[src/rtl/alu_control_word_decoder_pkg.sv]
// Shared definitions for the 55-bit ALU control word: field positions, word width, decoder FSM states.
// Ports: none (package).
// Both the control-store encoder and the decoder take their field layout from here.
package alu_ctl_pkg;

  localparam int CW_WIDTH = 55;

  // Field bit positions inside the packed control word (MSB/LSB per field).
  localparam int PCI_BIT      = 54;
  localparam int OP_MSB       = 53;
  localparam int OP_LSB       = 50;
  localparam int A_ALT_MSB    = 49;
  localparam int A_ALT_LSB    = 34;
  localparam int B_ALT_MSB    = 33;
  localparam int B_ALT_LSB    = 18;
  localparam int A_SEL_MSB    = 17;
  localparam int A_SEL_LSB    = 14;
  localparam int B_SEL_MSB    = 13;
  localparam int B_SEL_LSB    = 10;
  localparam int A_SRC_BIT    = 9;
  localparam int B_SRC_BIT    = 8;
  localparam int OUT_SEL_MSB  = 7;
  localparam int OUT_SEL_LSB  = 4;
  localparam int LOAD_SRC_MSB = 3;
  localparam int LOAD_SRC_LSB = 2;
  localparam int ST_MEM_BIT   = 1;
  localparam int ST_STK_BIT   = 0;

  // Output stage states.
  typedef enum logic [1:0] {
    ST_EMPTY   = 2'd0,
    ST_SINGLE  = 2'd1,
    ST_SPLIT_A = 2'd2,
    ST_SPLIT_B = 2'd3
  } dec_state_e;

  // A word needing both the memory and the stack store port.
  function automatic logic is_dual_store(input logic [CW_WIDTH-1:0] w);
    return w[ST_MEM_BIT] & w[ST_STK_BIT];
  endfunction

endpackage

[src/rtl/ctl_word_fifo.sv]
// DEPTH x WIDTH synchronous FIFO with registered full/empty flags and wrap-bit pointers.
// Ports: i_push/i_push_dat write side, i_pop/o_head_dat show-ahead read side, o_full/o_empty flags.
// Pushes while full and pops while empty are ignored; push and pop may occur in the same cycle.
module ctl_word_fifo #(
  parameter int DEPTH = 2,
  parameter int WIDTH = 55
) (
  input  logic             clk,
  input  logic             rst,
  input  logic             i_push,
  input  logic [WIDTH-1:0] i_push_dat,
  input  logic             i_pop,
  output logic [WIDTH-1:0] o_head_dat,
  output logic             o_full,
  output logic             o_empty
);

  localparam int AW = $clog2(DEPTH);

  logic [WIDTH-1:0] r_mem [DEPTH];
  logic [AW:0]      r_wr_ptr;
  logic [AW:0]      r_rd_ptr;
  logic             r_full;
  logic             r_empty;

  logic             w_push;
  logic             w_pop;
  logic [AW:0]      w_wr_nxt;
  logic [AW:0]      w_rd_nxt;

  assign w_push   = i_push & ~r_full;
  assign w_pop    = i_pop & ~r_empty;
  assign w_wr_nxt = r_wr_ptr + {{AW{1'b0}}, w_push};
  assign w_rd_nxt = r_rd_ptr + {{AW{1'b0}}, w_pop};

  // Flags are registered from the next pointers so consumers see no
  // combinational path from the pop side to the full flag.
  always_ff @(posedge clk) begin
    if (rst) begin
      r_wr_ptr <= '0;
      r_rd_ptr <= '0;
      r_full   <= 1'b0;
      r_empty  <= 1'b1;
    end else begin
      r_wr_ptr <= w_wr_nxt;
      r_rd_ptr <= w_rd_nxt;
      r_full   <= (w_wr_nxt[AW] != w_rd_nxt[AW]) &&
                  (w_wr_nxt[AW-1:0] == w_rd_nxt[AW-1:0]);
      r_empty  <= (w_wr_nxt == w_rd_nxt);
    end
  end

  // Storage carries no reset; validity is tracked by the pointers alone.
  always_ff @(posedge clk) begin
    if (w_push) begin
      r_mem[r_wr_ptr[AW-1:0]] <= i_push_dat;
    end
  end

  assign o_head_dat = r_mem[r_rd_ptr[AW-1:0]];
  assign o_full     = r_full;
  assign o_empty    = r_empty;

endmodule

[src/rtl/alu_control_word_decoder.sv]
// Buffers packed ALU control words and presents registered decoded fields, one beat per output transfer.
// Ports: in_valid/in_ready/control_word input handshake; out_valid/out_ready plus decoded fields, out_first/out_last.
// Dual-store words are issued as two beats (memory store, then stack store) when SPLIT_DUAL_STORE is set.
module alu_control_word_decoder
  import alu_ctl_pkg::*;
#(
  parameter int DEPTH            = 2,
  parameter bit SPLIT_DUAL_STORE = 1'b1
) (
  input  logic                             clk,
  input  logic                             rst,
  input  logic                             in_valid,
  output logic                             in_ready,
  input  logic [CW_WIDTH-1:0]              control_word,
  output logic                             out_valid,
  input  logic                             out_ready,
  output logic                             program_counter_increment,
  output logic [OP_MSB-OP_LSB:0]           alu_op,
  output logic [A_ALT_MSB-A_ALT_LSB:0]     alu_a_altern,
  output logic [B_ALT_MSB-B_ALT_LSB:0]     alu_b_altern,
  output logic [A_SEL_MSB-A_SEL_LSB:0]     alu_a_select,
  output logic [B_SEL_MSB-B_SEL_LSB:0]     alu_b_select,
  output logic                             alu_a_source,
  output logic                             alu_b_source,
  output logic [OUT_SEL_MSB-OUT_SEL_LSB:0] alu_out_select,
  output logic [LOAD_SRC_MSB-LOAD_SRC_LSB:0] alu_load_src,
  output logic                             alu_store_to_mem,
  output logic                             alu_store_to_stk,
  output logic                             out_first,
  output logic                             out_last
);

  logic                w_full;
  logic                w_empty;
  logic [CW_WIDTH-1:0] w_head;
  logic                w_pop;
  logic                w_load;
  logic                w_out_xfer;

  dec_state_e          r_state;
  dec_state_e          w_state_nxt;
  logic [CW_WIDTH-1:0] r_out;
  logic [CW_WIDTH-1:0] w_out_nxt;
  logic                r_first;
  logic                w_first_nxt;
  logic                r_last;
  logic                w_last_nxt;
  logic                r_pend_pci;
  logic                w_pend_pci_nxt;

  ctl_word_fifo #(
    .DEPTH (DEPTH),
    .WIDTH (CW_WIDTH)
  ) u_fifo (
    .clk        (clk),
    .rst        (rst),
    .i_push     (in_valid),
    .i_push_dat (control_word),
    .i_pop      (w_pop),
    .o_head_dat (w_head),
    .o_full     (w_full),
    .o_empty    (w_empty)
  );

  assign in_ready   = ~w_full;
  assign out_valid  = (r_state != ST_EMPTY);
  assign w_out_xfer = out_valid & out_ready;

  always_ff @(posedge clk) begin
    if (rst) begin
      r_state    <= ST_EMPTY;
      r_out      <= '0;
      r_first    <= 1'b0;
      r_last     <= 1'b0;
      r_pend_pci <= 1'b0;
    end else begin
      r_state    <= w_state_nxt;
      r_out      <= w_out_nxt;
      r_first    <= w_first_nxt;
      r_last     <= w_last_nxt;
      r_pend_pci <= w_pend_pci_nxt;
    end
  end

  always_comb begin
    w_state_nxt    = r_state;
    w_out_nxt      = r_out;
    w_first_nxt    = r_first;
    w_last_nxt     = r_last;
    w_pend_pci_nxt = r_pend_pci;
    w_load         = 1'b0;
    w_pop          = 1'b0;

    case (r_state)
      ST_EMPTY: begin
        w_load = ~w_empty;
      end
      ST_SINGLE, ST_SPLIT_B: begin
        if (w_out_xfer) begin
          if (!w_empty) begin
            w_load = 1'b1;
          end else begin
            w_state_nxt = ST_EMPTY;
          end
        end
      end
      ST_SPLIT_A: begin
        // Second beat reuses the held word; the PC step deferred from
        // the first beat is restored here so it happens once per word.
        if (w_out_xfer) begin
          w_state_nxt            = ST_SPLIT_B;
          w_out_nxt[ST_MEM_BIT]  = 1'b0;
          w_out_nxt[ST_STK_BIT]  = 1'b1;
          w_out_nxt[PCI_BIT]     = r_pend_pci;
          w_first_nxt            = 1'b0;
          w_last_nxt             = 1'b1;
        end
      end
      default: begin
        w_state_nxt = ST_EMPTY;
      end
    endcase

    if (w_load) begin
      w_pop          = 1'b1;
      w_out_nxt      = w_head;
      w_pend_pci_nxt = w_head[PCI_BIT];
      if (SPLIT_DUAL_STORE && is_dual_store(w_head)) begin
        w_state_nxt           = ST_SPLIT_A;
        w_out_nxt[ST_STK_BIT] = 1'b0;
        w_out_nxt[PCI_BIT]    = 1'b0;
        w_first_nxt           = 1'b1;
        w_last_nxt            = 1'b0;
      end else begin
        w_state_nxt = ST_SINGLE;
        w_first_nxt = 1'b1;
        w_last_nxt  = 1'b1;
      end
    end
  end

  assign program_counter_increment = r_out[PCI_BIT];
  assign alu_op                    = r_out[OP_MSB:OP_LSB];
  assign alu_a_altern              = r_out[A_ALT_MSB:A_ALT_LSB];
  assign alu_b_altern              = r_out[B_ALT_MSB:B_ALT_LSB];
  assign alu_a_select              = r_out[A_SEL_MSB:A_SEL_LSB];
  assign alu_b_select              = r_out[B_SEL_MSB:B_SEL_LSB];
  assign alu_a_source              = r_out[A_SRC_BIT];
  assign alu_b_source              = r_out[B_SRC_BIT];
  assign alu_out_select            = r_out[OUT_SEL_MSB:OUT_SEL_LSB];
  assign alu_load_src              = r_out[LOAD_SRC_MSB:LOAD_SRC_LSB];
  assign alu_store_to_mem          = r_out[ST_MEM_BIT];
  assign alu_store_to_stk          = r_out[ST_STK_BIT];
  assign out_first                 = r_first;
  assign out_last                  = r_last;

endmodule

[config.mk]
export PLATFORM = sky130hd
export DESIGN_NAME = alu_control_word_decoder
export DESIGN_NICKNAME = d
export VERILOG_FILES = /design/src/rtl/alu_control_word_decoder_pkg.sv /design/src/rtl/ctl_word_fifo.sv /design/src/rtl/alu_control_word_decoder.sv
export SDC_FILE = /design/constraint.sdc
export NUM_CORES = 1
export LEC_CHECK = 0
export ABC_CLOCK_PERIOD_IN_PS = 4050
export CORE_MARGIN = 2
export CORE_UTILIZATION = 56
export DETAILED_ROUTE_END_ITERATION = 6
export PLACE_DENSITY = 0.86
export SYNTH_ARGS = -nofsm -noshare
export SYNTH_HDL_FRONTEND = slang
export SYNTH_HIERARCHICAL = 1
export SYNTH_SLANG_ARGS = --single-unit
[constraint.sdc]
create_clock -name clk -period 4.05 [get_ports clk]
set_input_delay 0.405 -clock clk [delete_from_list [all_inputs] [get_ports clk]]
set_output_delay 0.405 -clock clk [all_outputs]
set_load 0.01 [all_outputs]
Yosys cells after proc, flatten, opt, wreduce, memory -nomap -nowiden
Memory sizes are Yosys's and may differ from the RTL's. A register that Yosys moved wholly into a read port is not among the register bits.
Index checks and enable logic that the tools add are counted.
- divide/modulo/power cells: 0
- $add $sub $neg: 2
- equality and inequality tests: 9
- reduce and logical (&&, ||, !) cells: 9
- magnitude comparators: 0
- bitwise gates (word level): 6
- $mul: 0
- shifts and indexed selects: 0
- muxes and demuxes: 27
- operators with widths (cell ; number):
    55-bit 2-to-1 mux ; 1
    1-bit 2-to-1 mux ; 17
    2-bit 2-to-1 mux ; 7
    3-bit != test (second input constant) ; 2
    2-bit nonzero test ; 3
    2-bit by 1-bit adder with 2-bit output ; 2
    1-bit AND ; 4
    2-bit == test (second input constant) ; 2
    2-bit one-hot mux with 2 select lines ; 1
    4-bit AND reduction ; 1
    3-bit by 2-bit != test with 1-bit output (second input constant) ; 1
    3-bit nonzero test ; 1
    2-bit by 1-bit == test with 1-bit output (second input constant) ; 1
    2-bit == test ; 1
    2-bit logical NOT ; 1
    1-bit inverter ; 2
    1-bit one-hot mux with 2 select lines ; 1
    2-bit AND reduction ; 1
    2-bit OR reduction ; 1
    1-bit == test ; 1
    1-bit logical AND ; 1
    1-bit != test ; 1
- output and inout bits: 59
- flip-flop bits (word level): 66
- memories: 1
- latch bits: 0
- bits in read-only memories: 0
- bits in writable memories: 110
- memories (name ; depth ; width ; read ports ; clocked after memory_dff ; wr ports ; line ; RTL):
    u_fifo.r_mem ; 2 ; 55 ; 1 ; 1 ; 1 ; ctl_word_fifo.sv:20 ; logic [WIDTH-1:0] r_mem [DEPTH];

Longest topological paths before layout
Gate-level depths: netlist of run 1.
- depth after elaboration: 9
- gate-level depth with buffers: 10
- depth with buffers taken out: 8

By module
The synthesis of run 1 kept the hierarchy.
- by module, submodules not included (module ; area an instance (sq um) ; cells an instance ; seq. area each (sq um) ; instances):
    ctl_word_fifo ; 4424.2 ; 193 ; 3423.3 ; 1
    alu_control_word_decoder ; 2192.1 ; 274 ; 1201.2 ; 1

Worst setup path before layout of run 1
Ideal clock, no wire load.
- kind: input-to-reg
- from: input port in_valid
- to: register u_fifo.r_empty (netlist: u_fifo/o_empty)
- path slack: 1.314 ns
- cell stages on the path: 5
- arrival: 2.622 ns
- cell sequence: nor2b_1 > ha_1 > xnor2_1 > xnor2_1 > a21o_1
- word-level cells in the longest chain between the ends: 3
- RTL lines (what ; line ; RTL):
    start, declared ; alu_control_word_decoder.sv:12 ; input logic in_valid,
    1-bit AND ; ctl_word_fifo.sv:31 ; assign w_push = i_push & ~r_full;
    2-bit by 1-bit adder with 2-bit output ; ctl_word_fifo.sv:33 ; assign w_wr_nxt = r_wr_ptr + {{AW{1'b0}}, w_push};
    2-bit == test ; ctl_word_fifo.sv:49 ; r_empty <= (w_wr_nxt == w_rd_nxt);
    end signal, assigned ; ctl_word_fifo.sv:49 ;
    end, declared ; ctl_word_fifo.sv:24 ; logic r_empty;
No other way between the ends.
A chain may end at the register's enable or synchronous reset.

Worst setup path after layout of run 1
- from: input port out_ready
- to: register u_fifo.r_empty (netlist: u_fifo/o_empty)
- word-level cells in the longest chain between the ends: 7
- RTL lines (what ; line ; RTL):
    start, declared ; alu_control_word_decoder.sv:16 ; input logic out_ready,
    1-bit AND ; alu_control_word_decoder.sv:67 ; assign w_out_xfer = out_valid & out_ready;
    1-bit 2-to-1 mux ; alu_control_word_decoder.sv:99 ; if (w_out_xfer) begin
    1-bit one-hot mux with 2 select lines ; alu_control_word_decoder.sv:94 ; case (r_state)
    1-bit 2-to-1 mux ; alu_control_word_decoder.sv:124 ; if (w_load) begin
    1-bit AND ; ctl_word_fifo.sv:32 ; assign w_pop = i_pop & ~r_empty;
    2-bit by 1-bit adder with 2-bit output ; ctl_word_fifo.sv:34 ; assign w_rd_nxt = r_rd_ptr + {{AW{1'b0}}, w_pop};
    2-bit == test ; ctl_word_fifo.sv:49 ;
No other way between the ends.

==> results of run 1 <==
==> final cells by class <==
cell class / count / area (sq um) / area share (%)
clock inverter: 13 / 136 / 1.62
clock buffer: 19 / 454 / 5.40
multi-input combinational: 260 / 1790 / 21.3
timing repair buffer: 121 / 1200 / 14.2
tap: 143 / 179 / 2.13
inverter: 6 / 27.5 / 0.327
sequential: 176 / 4630 / 55.0
==> synth_stat cells <==
master and n:
edfxtp_1 110, nand2_1 109, dfxtp_1 66, a21oi_1 57, mux2_4 50, clkbuf_1 11, buf_6 9, nor2_1 9
nor2b_1 6, inv_1 5, mux2_2 5, buf_2 4, ha_1 3, xnor2_1 3, a211oi_1 2, a21o_1 2
nand3b_1 2, nor3_1 2, a221oi_1 1, a22oi_1 1, and2_1 1, buf_8 1, clkinv_4 1, mux2i_1 1
nand2b_1 1, nor3b_2 1, o32a_1 1, o32ai_2 1, or2_4 1, xor2_1 1
==> sequential cells by signal (all words and copies together), names as in the netlist <==
name             flops
u_fifo/r_mem       110
r_out               55
r_state              2
u_fifo/r_rd_ptr      2
u_fifo/r_wr_ptr      2
out_first            1
out_last             1
r_pend_pci           1
u_fifo/o_empty       1
u_fifo/o_full        1
==> stage by stage <==
| step | utilization [%] | area [sq um] |
|---|---|---|
| floorplan | - | 6620 |
| global placement | 68.2 | 7820 |
| detailed placement | 68.2 | 7820 |
| CTS | 73.4 | 8410 |
| global route | 73.4 | 8410 |
| finish | 73.4 | 8410 |
==> routing by layer <==
| layer | global-route usage (%) | routed length, um | vias up |
|---|---|---|---|
| met5 | 0 | 0 | - |
| met4 | 6.83 | 113 | 0 |
| met3 | 6.32 | 964 | 9 |
| met2 | 36.5 | 6810 | 168 |
| met1 | 26.4 | 5330 | 1919 |
| li1 | - | - | 1873 |
==> kinds of logic (layout without fill, tap and decap cells) <==
logic type      count (synthesis)  in the layout
mux                            56             56
simple gates                  132            132
fa+ha+maj                       3              3
buf+inv                        31            159
flops                         176            176
xor+xnor                        4              4
compound gates                 65             65
==> critical path: stages <==
cell and delay, ns:
clkdlybuf4s50_1 0.48, nand2_1 0.15, a21o_2 0.18, clkinv_4 0.30, nor2b_1 0.27, ha_1 0.20, xnor2_1 0.29, xnor2_1 0.16
a21o_1 0.18
==> power by group <==
group,internal [mW],leakage [nW],switching (mW),total (mW)
combinational,0.677,1.13,0.614,1.29
clock,0.943,0.270,0.657,1.60
sequential,2.21,1.57,0.203,2.41
total,3.83,2.97,1.47,5.30
==> how the worst max path moves through the flow <==
stage / from / endpoint / slack [ns] / cells past startpoint
2_1_floorplan: in_valid / u_fifo/o_empty / 1.31 / 5
3_3_place_gp: out_ready / u_fifo/o_empty / 1.46 / 9
3_5_place_dp: out_ready / u_fifo/o_empty / 1.35 / 9
4_1_cts: out_ready / u_fifo/o_empty / 1.71 / 9
5_1_grt: out_ready / u_fifo/o_empty / 1.57 / 9
6_report: out_ready / u_fifo/o_empty / 1.73 / 9
==> results.cfg, run 1 <==
[status]
outcome = complete, no violations

[logic_synthesis]
synthCells = 467
ys_seq_area_share_pct = 69.9
ys_types = 30
synth_top_area_share_pct = 49.9
syn-num-nets = 529
synth_area_sq_um = 6620
synthAdderAreaFrac_pct = 0.567
yosys.area_share.simple_pct = 8.15
ys_seq_elements = 176
synthMuxAreaShare_pct = 12.3
synth_xor_area_share_pct = 0.530
synth_largest_area_cell = edfxtp_1
avgSynthCellArea_sq_um = 14.2
synth_area_leaders = edfxtp_1, dfxtp_1, mux2_4
synth-compound-area-share_pct = 5.41
synth_top_family_by_area = multiplexers
yosys_warnings = 6

[grt]
grt_max_degree = 59
grt_pass1_vias = 4029
grt_overflow = 0
grt_pass1_wl_um = 20700
track_usage_pct = 21.4
antenna_found_initial = 0

[timing]
min_period_ns = 2.32
slew_headroom_pct = 31.6
tns_ns = 0
worst_pin_slew_ns = 1.03
drv_slew = 0
whs_ns = 0.455
hold_violations = 0
rsz0062_at_grt = no
fmax_ghz = 0.431
clock_skew_ns = 0.00925
min_period_over_period_pct = 57.3
finalSetupViolCount = 0
fin_ws_ns = 1.73

[placed_design]
gp_congestion = 0.770
post-place-ws_ns = 1.35
dp_hpwl_um = 8230
portBuffers = 117
dp.cells = 706

[routing]
first_pass_iters = 5
vias_per_cell = 5.38
num_vias = 3969
remaining_drc_errors = 0
wirelength_um = 13200
wl_per_cell_um = 17.9
drtAntennaViolNets = 0
drt_iter0_markers = 315

[power_and_ir_drop]
total_power_mw = 5.30
max-vdd-ir-drop_uv = 384
leakage_nw = 2.97
powerDensity_nw_per_um2 = 630

[clocking]
cts_inserted_buffers = 17
cts_tree = yes
cts_hold_buf = 0
path_clk_slew_ns = 0.06
clkLatencyLatePin_ns = 0.42
cts-root-buf = clkbuf_16
cts_resized = 0
cts.htree.levels = 4
cts_buffer_depth = 2
post_cts_buffers = 0
clock-sinks = 176

[floorplanning]
die_area_sq_um = 12700
initial_core_util_pct = 57.7
rows = 39
ioPinCount = 118
fp.dieW_um = 113
dieHeight_um = 113
core_area_sq_um = 11500

[worst_setup_path]
rr_worst_depth = 8
reg2reg_to = u_fifo/o_empty
cp.required_ns = 4.35
cp-start-kind = primary input
rrSetupSlack_ns = 1.78
worstSetupPathType = in -> reg
cp_max_fo = 58
end_kind = flip-flop
arrival_ns = 2.63
r2r_start = r_state[1]

[finish]
final_cells = 738
drive_above_1_share_pct = 16.5
antennaDiodeCount = 0
layout_commonest_cell = clkdlybuf4s50_1
most-common-layout-cells = clkdlybuf4s50_1, edfxtp_1, nand2_1, dfxtp_1, a21oi_1
final_nets = 644
n_fill_cell = 699
synthToLayoutAreaGrowth_pct = 27.2

[hold_path]
hold_end = r_out[24]
whs_path_depth = 2
hold_path_startpoint = r_out[24]
hold_class = reg -> reg

[run]
max_cap_violations = 0
Power figures use the tool's default switching activity.
==> run 2, diff against run 1 <==
ABC_CLOCK_PERIOD_IN_PS = 2150   (was 4050)
CORE_UTILIZATION = 52   (was 56)
PLACE_DENSITY = 0.81   (was 0.86)
clock period = 2.15 ns   (was 4.05 ns; I/O delays follow)
==> results.cfg, run 2 (synthesis gave the netlist of run 1 again) <==
[worst_setup_path]
end_kind = flip-flop
arrival_ns = 2.14
crit_chain = or2_4, a21o_2, clkinv_4, nor2b_1, ha_1, xnor2_1, xnor2_1, a21o_1
cp.required_ns = 2.46
cp_max_fo = 7
worstSetupPathType = reg -> reg
timing.critical_path.mode_cell = xnor2_1
cp-start-kind = flip-flop
worstPathBufferInverterCount = 1
cp_slowest_cell = dfxtp_1
slowest_delay_ns = 0.37
cp_top_family = simple AND/OR/NAND/NOR gates

[finish]
regArea_sq_um = 4630
n_fill_cell = 910
largest_reg_flops = 110
drive_above_1_share_pct = 17.2
antennaDiodeCount = 0
synthToLayoutAreaGrowth_pct = 28.9
layout_commonest_cell = clkdlybuf4s50_1
multi_input_comb_area_sq_um = 1790
utilization_pct = 68.2
final_nets = 652
most-common-layout-cells = clkdlybuf4s50_1, edfxtp_1, nand2_1, dfxtp_1, a21oi_1

[grt]
use_met1_pct = 21.0
track_usage_pct = 19.0
gr-usage-met2_pct = 34.7
grt_pass1_vias = 4031
grt_util_met3_pct = 5.20
grt_max_degree = 58
grt_overflow = 0
grt_pass1_wl_um = 19300
antenna_found_initial = 0
top_usage_layer = met2

[clocking]
clock-sinks = 176
cts_resized = 0
cts_inserted_buffers = 17
cts-root-buf = clkbuf_16
post_cts_buffers = 0
clkLatencyLatePin_ns = 0.42
path_clk_slew_ns = 0.06
cts.htree.levels = 4
cts_buffer_depth = 2
cts_hold_buf = 0
cts_tree = yes

[timing]
fmax_ghz = 0.547
finalSetupViolCount = 0
min_period_ns = 1.83
clock_skew_ns = 0.00641
tns_ns = 0
worst_pin_slew_ns = 0.708
slew_headroom_pct = 52.8
drv_slew = 0
hold_violations = 0
min_period_over_period_pct = 85.1
rsz0062_at_grt = no

[run]
max_cap_violations = 0

[floorplanning]
die_area_sq_um = 13600
rows = 41
core_area_sq_um = 12500
initial_core_util_pct = 52.9
fp.dieW_um = 117
ioPinCount = 118
dieHeight_um = 117

[power_and_ir_drop]
leakage_nw = 3.03
powerDensity_nw_per_um2 = 1160
max-vdd-ir-drop_uv = 677

[placed_design]
dp_hpwl_um = 8170
gp_congestion = 0.793
portBuffers = 117

[hold_path]
hold_class = in -> reg

[status]
outcome = complete, no violations

[routing]
remaining_drc_errors = 0
num_vias = 3979
first_pass_iters = 4
drtAntennaViolNets = 0
vias_per_cell = 5.13
wl_per_cell_um = 16.1
wirelength_um = 12500
drt_iter0_markers = 167
[run 2: cell types whose count changed in the layout (fill, tap and decap cells not counted), moves of 2 or more]
cell,delta
clkinvlp_4,-5
clkbuf_8,+3
clkinv_4,+2
buf_12,+4
buf_4,+4
[run 2: area by class of cell]
type / count / share of cell area, %
Inverter: 6 / 0.323
Clock buffer: 22 / 5.56
Multi-Input combinational cell: 260 / 21.0
Tap cell: 172 / 2.52
Timing Repair Buffer: 129 / 15.3
Clock inverter: 10 / 1.01
Sequential cell: 176 / 54.3
[run 2: final timing paths]
| check | from | end | slack (ns) | cells after the start |
|---|---|---|---|---|
| worst min register to register | r_out[13] | r_out[13] | 0.45 | 2 |
| worst max-delay path | r_state[1] | u_fifo/o_empty | 0.32 | 8 |
| worst max register to register | r_state[1] | u_fifo/o_empty | 0.32 | 8 |
| worst min-delay path | rst | u_fifo/r_wr_ptr[0] | 0.32 | 2 |
[run 2: routing by layer]
metal	routed length [um]	part of all wire, %
met1	4890	39
met2	6610	53
met3	780	6.3
met4	174	1.4
met5	0	0
[run 2: power breakdown]
part           switching [mW]  internal (mW)
Clock                    1.18           1.68
Sequential              0.274           4.16
Combinational            1.25           1.34
Total                    2.71           7.17
[run 2: through the flow]
| step | hold WS [ns] | cells | instance area, sq um | power (mW) | setup WS [ns] |
|---|---|---|---|---|---|
| after global routing | 0.364 | 775 | 8530 | 10.3 | 0.184 |
| after floorplan | 0.282 | 467 | 6620 | 6.09 | 0.170 |
| after detailed placement | 0.446 | 743 | 7970 | 7.10 | 0.142 |
| after CTS | 0.316 | 775 | 8530 | 9.95 | 0.324 |
| final | 0.322 | 775 | 8530 | 9.88 | 0.321 |
| after global placement | 0.441 | 743 | 7970 | 6.99 | 0.217 |
==> run 3, diff against run 2 <==
PLACE_DENSITY = unset   (was 0.81)
PLACE_DENSITY_LB_ADDON = 0.1   (was unset)
==> results.cfg, run 3 (synthesis gave the netlist of run 1 again) <==
[status]
outcome = complete, no violations

[clocking]
cts_hold_buf = 0
path_clk_slew_ns = 0.06
post_cts_buffers = 0
clkLatencyLatePin_ns = 0.42
clock-sinks = 176
cts_tree = yes
cts_inserted_buffers = 17
cts-root-buf = clkbuf_16
cts_resized = 0
cts_buffer_depth = 2
cts.htree.levels = 4

[worst_setup_path]
slowest_delay_ns = 0.36
end_kind = flip-flop
r2r_start = r_state[1]
cp-start-kind = flip-flop
cp_slowest_cell = dfxtp_1
rrSetupSlack_ns = 0.32
cp_max_fo = 7
reg2reg_to = u_fifo/o_empty
crit_chain = or2_4, a21o_2, clkinv_4, nor2b_1, ha_1, xnor2_1, xnor2_1, a21o_1
timing.critical_path.mode_cell = xnor2_1
rr_worst_depth = 8
worstSetupPathType = reg -> reg
cp.required_ns = 2.46
arrival_ns = 2.14

[finish]
final_nets = 652
synthToLayoutAreaGrowth_pct = 29.0
utilization_pct = 68.2
antennaDiodeCount = 0
layout_commonest_cell = clkdlybuf4s50_1
largest_reg_flops = 110
drive_above_1_share_pct = 16.7
most-common-layout-cells = clkdlybuf4s50_1, edfxtp_1, nand2_1, dfxtp_1, a21oi_1
finish.instance_area_sq_um = 8530

[routing]
remaining_drc_errors = 0
first_pass_iters = 4
wirelength_um = 12000
vias_per_cell = 5.01
num_vias = 3884
drt_iter0_markers = 222
drtAntennaViolNets = 0
wl_per_cell_um = 15.5

[timing]
clock_skew_ns = 0.00479
fin_ws_ns = 0.324
drv_slew = 0
min_period_over_period_pct = 84.9
fmax_ghz = 0.548
slew_headroom_pct = 59.7
tns_ns = 0
min_period_ns = 1.83
hold_violations = 0
finalSetupViolCount = 0
whs_ns = 0.267
rsz0062_at_grt = no
worst_pin_slew_ns = 0.605

[hold_path]
hold_end = out_first
hold_path_startpoint = rst
hold_class = in -> reg
whs_path_depth = 2

[floorplanning]
rows = 41
fp.dieW_um = 117
dieHeight_um = 117
die_area_sq_um = 13600
ioPinCount = 118
initial_core_util_pct = 52.9
core_area_sq_um = 12500

[grt]
grt_pass1_vias = 3743
track_usage_pct = 18.5
grt_max_degree = 58
grt_overflow = 0
grt_pass1_wl_um = 18600
antenna_found_initial = 0

[run]
max_cap_violations = 0

[placed_design]
portBuffers = 117
post-place-ws_ns = 0.141
gp_congestion = 0.700
dp_hpwl_um = 7710
place_area_sq_um = 7980

[power_and_ir_drop]
leakage_nw = 3.03
max-vdd-ir-drop_uv = 595
powerDensity_nw_per_um2 = 1150
[run 3: how the worst max path moves through the flow]
stage,from,endpoint,cells after the start
final,r_state[1],u_fifo/o_empty,8
after global routing,r_state[1],u_fifo/o_empty,8
after CTS,r_state[1],u_fifo/o_empty,8
after detailed placement,out_ready,u_fifo/o_empty,9
after global placement,out_ready,u_fifo/o_empty,9
after floorplan,u_fifo/o_full,u_fifo/o_empty,5
[run 3: critical path: cells and delay by family (launching register included)]
family,cells,cell delay [ns]
flip-flops,1,0.36
AO/OA/AOI/OAI,2,0.39
buffers and inverters,1,0.06
XOR/XNOR,2,0.30
adder cells (fa/ha/maj),1,0.18
AND/OR/NAND/NOR,2,0.43
[run 3: cell type report]
cell class                 instances  area, sq um
timing repair buffer             129         1320
tap                              172          215
fill                             969         3980
multi-input combinational        260         1790
sequential                       176         4630
inverter                           6         27.5
clock buffer                      27          526
clock inverter                     5         26.3
[run 3: where the power goes]
group | switching [mW] | internal, mW
registers | 0.285 | 4.16
clock network | 1.15 | 1.67
logic | 1.22 | 1.35
total | 2.65 | 7.17
[run 3: per-layer routing]
metal / share of wire, % / global-route usage (%)
met1: 42 / 22.5
met2: 51 / 31.6
met3: 5.0 / 4.48
met4: 1.9 / 8.47
met5: 0 / 0
[run 3: through the flow]
stage,power [mW],std cells
global placement,7.05,743
CTS,9.93,775
global route,10.3,775
finish,9.82,775
detailed placement,7.11,743
floorplan,6.09,467
==> patch: new RTL, flow settings as in run 3 <==
`LOAD_SRC_MSB`: 3 -> 6.
--- a/src/rtl/alu_control_word_decoder_pkg.sv
+++ b/src/rtl/alu_control_word_decoder_pkg.sv
@@ -21,7 +21,7 @@
   localparam int B_SRC_BIT    = 8;
   localparam int OUT_SEL_MSB  = 7;
   localparam int OUT_SEL_LSB  = 4;
-  localparam int LOAD_SRC_MSB = 3;
+  localparam int LOAD_SRC_MSB = 6;
   localparam int LOAD_SRC_LSB = 2;
   localparam int ST_MEM_BIT   = 1;
   localparam int ST_STK_BIT   = 0;
Interface: changed (resized alu_load_src); port bits go from 118 to 121. The function was not compared with the original's and may differ.
==> patch against run 3 <==
Wire length is 1.1% higher; critical endpoint unchanged; largest power group unchanged; final area down 0.28%; critical path type unchanged; synthesized area grew 0.34%; power fell by 0.80%; first-iteration DRC count decreased by 31%; setup slack improved by 4.8 ps; sequential cell count is the same.
==> patch: results (changes against run 3) <==
Cells and area
The relative area of clock buffers and inverters in the final design is 6.15% (-0.32 points). The final core utilization was 68.0% (-0.19 points). The count of non-CTS buffers in the layout is 132 (+2.3%). The final-layout clock buffer total is 22 (-19%). The number of nets in the final layout was 655 (+0.46%). The share of layout cells above drive strength 1 was 16.5% (-0.22 points). The count of placed standard cells in the final layout, fillers left out is 777 (+0.26%).

Detailed routing
The average wire per standard cell was 15.6 um (+0.80%). The via-per-instance ratio is 5.05 (+0.77%). The length of routed met3 wiring is 587 um (-2.7%).

The length of routed wiring on met1 was 4.93 mm (-2.3%). The total met2 wirelength after detailed routing was 6.42 mm (+4.5%). The detailed router's first-iteration violation count is 153 (-31%).

GRT
The via count of the first global-routing pass is 3961 (+5.8%). The met2 capacity usage during global routing is 33.2% (+1.6 points). The first-pass GRT wire length came to 19.0 mm (+1.8%). The met3 routing resource usage after global routing was 4.63% (+0.15 points). The met1 usage is 21.2% (-1.3 points). The total track usage was 18.7% (+0.16 points).

Outcome
The flow ran to the end, and the final reports show no timing, DRC or antenna violations.

Place
The number of I/O port buffers is 120 (+2.6%). The post-placement worst setup slack is 165 ps (+23.9 ps). The cell total after placement came to 746 (+0.40%).

The detailed placement HPWL was 7.71 mm (about the same). The routability congestion estimate from global placement is 0.724 (+3.4%). The post-place instance area is 7990 sq um (about the same).

Power and ir drop
The maximum ir drop on the vdd rail was 0.657 mV (+10%). The part of the power in registers is 45.7% (+0.5 points). The power in combinational cells is 0.00257 W (about the same). The switching fraction of total power is 27.1% (+0.15 points). The static leakage is 3.02 nW (-0.31%). The power per standard cell area is 1140 nW/um^2 (-0.53%). The switching component of the power was 0.00264 W (-0.23%).

STA
The worst clock skew on the final layout is 5.68 ps (+0.894 ps). The worst max-slew margin expressed relative to the limit is 58.8% (-0.86 points).

Worst setup path
The kind of cell with the highest combined delay on the critical path is flip-flops. The largest stage delay on the critical path is 440 ps (+80 ps).

Yosys
The adder and majority cell fraction of the synthesized area is 0.565% (-0.0019 points). The fraction of the mapped netlist area in compound gates is 5.39% (-0.018 points). The proportion of synthesized chip area in sequential cells is 69.7% (-0.24 points).

In the post-synthesis netlist, the biggest area contributors are sky130_fd_sc_hd__edfxtp_1 50%, sky130_fd_sc_hd__dfxtp_1 20%, sky130_fd_sc_hd__mux2_4 11%, sky130_fd_sc_hd__nand2_1 6.2%, sky130_fd_sc_hd__a21oi_1 4.3%. The post-synthesis mux area share is 12.3% (-0.042 points). The synthesized-area fraction occupied by xor and xnor cells is 0.528% (-0.0018 points).

The post-synthesis cell type count is 31 (+3.3%). The post-synth net total is 532 (+0.57%). The mean area per synthesized cell is 14.1 sq um (-0.30%). The number of flip-flops and latches in the synthesized netlist is 176 (unchanged).

Clock network
The count of H-tree levels built during CTS came to 4 (unchanged).
-- patch: cell types whose count changed in the layout (fill, tap and decap cells not counted), sizes merged --
| cell | change |
|---|---|
| clkbuf | -5 |
| clkinv | +3 |
| clkdlybuf4s50 | +3 |
| bufinv | +1 |
-- patch: path summary, 6_finish.rpt --
path | endpoint | slack (ps) | depth (start not counted)
worst max-delay path | u_fifo/o_empty | 330 | 8
worst min register to register | r_pend_pci | 450 | 2
worst min-delay path | out_first | 120 | 2
worst max register to register | u_fifo/o_empty | 330 | 8
-- patch: cells by family (layout without fill, tap and decap cells) --
logic type / after synthesis / count (layout)
adder cells (fa/ha/maj): 3 / 3
buffers and inverters: 34 / 169
XOR/XNOR: 4 / 4
multiplexers: 56 / 56
flip-flops: 176 / 176
AND/OR/NAND/NOR: 132 / 132
AO/OA/AOI/OAI: 65 / 65
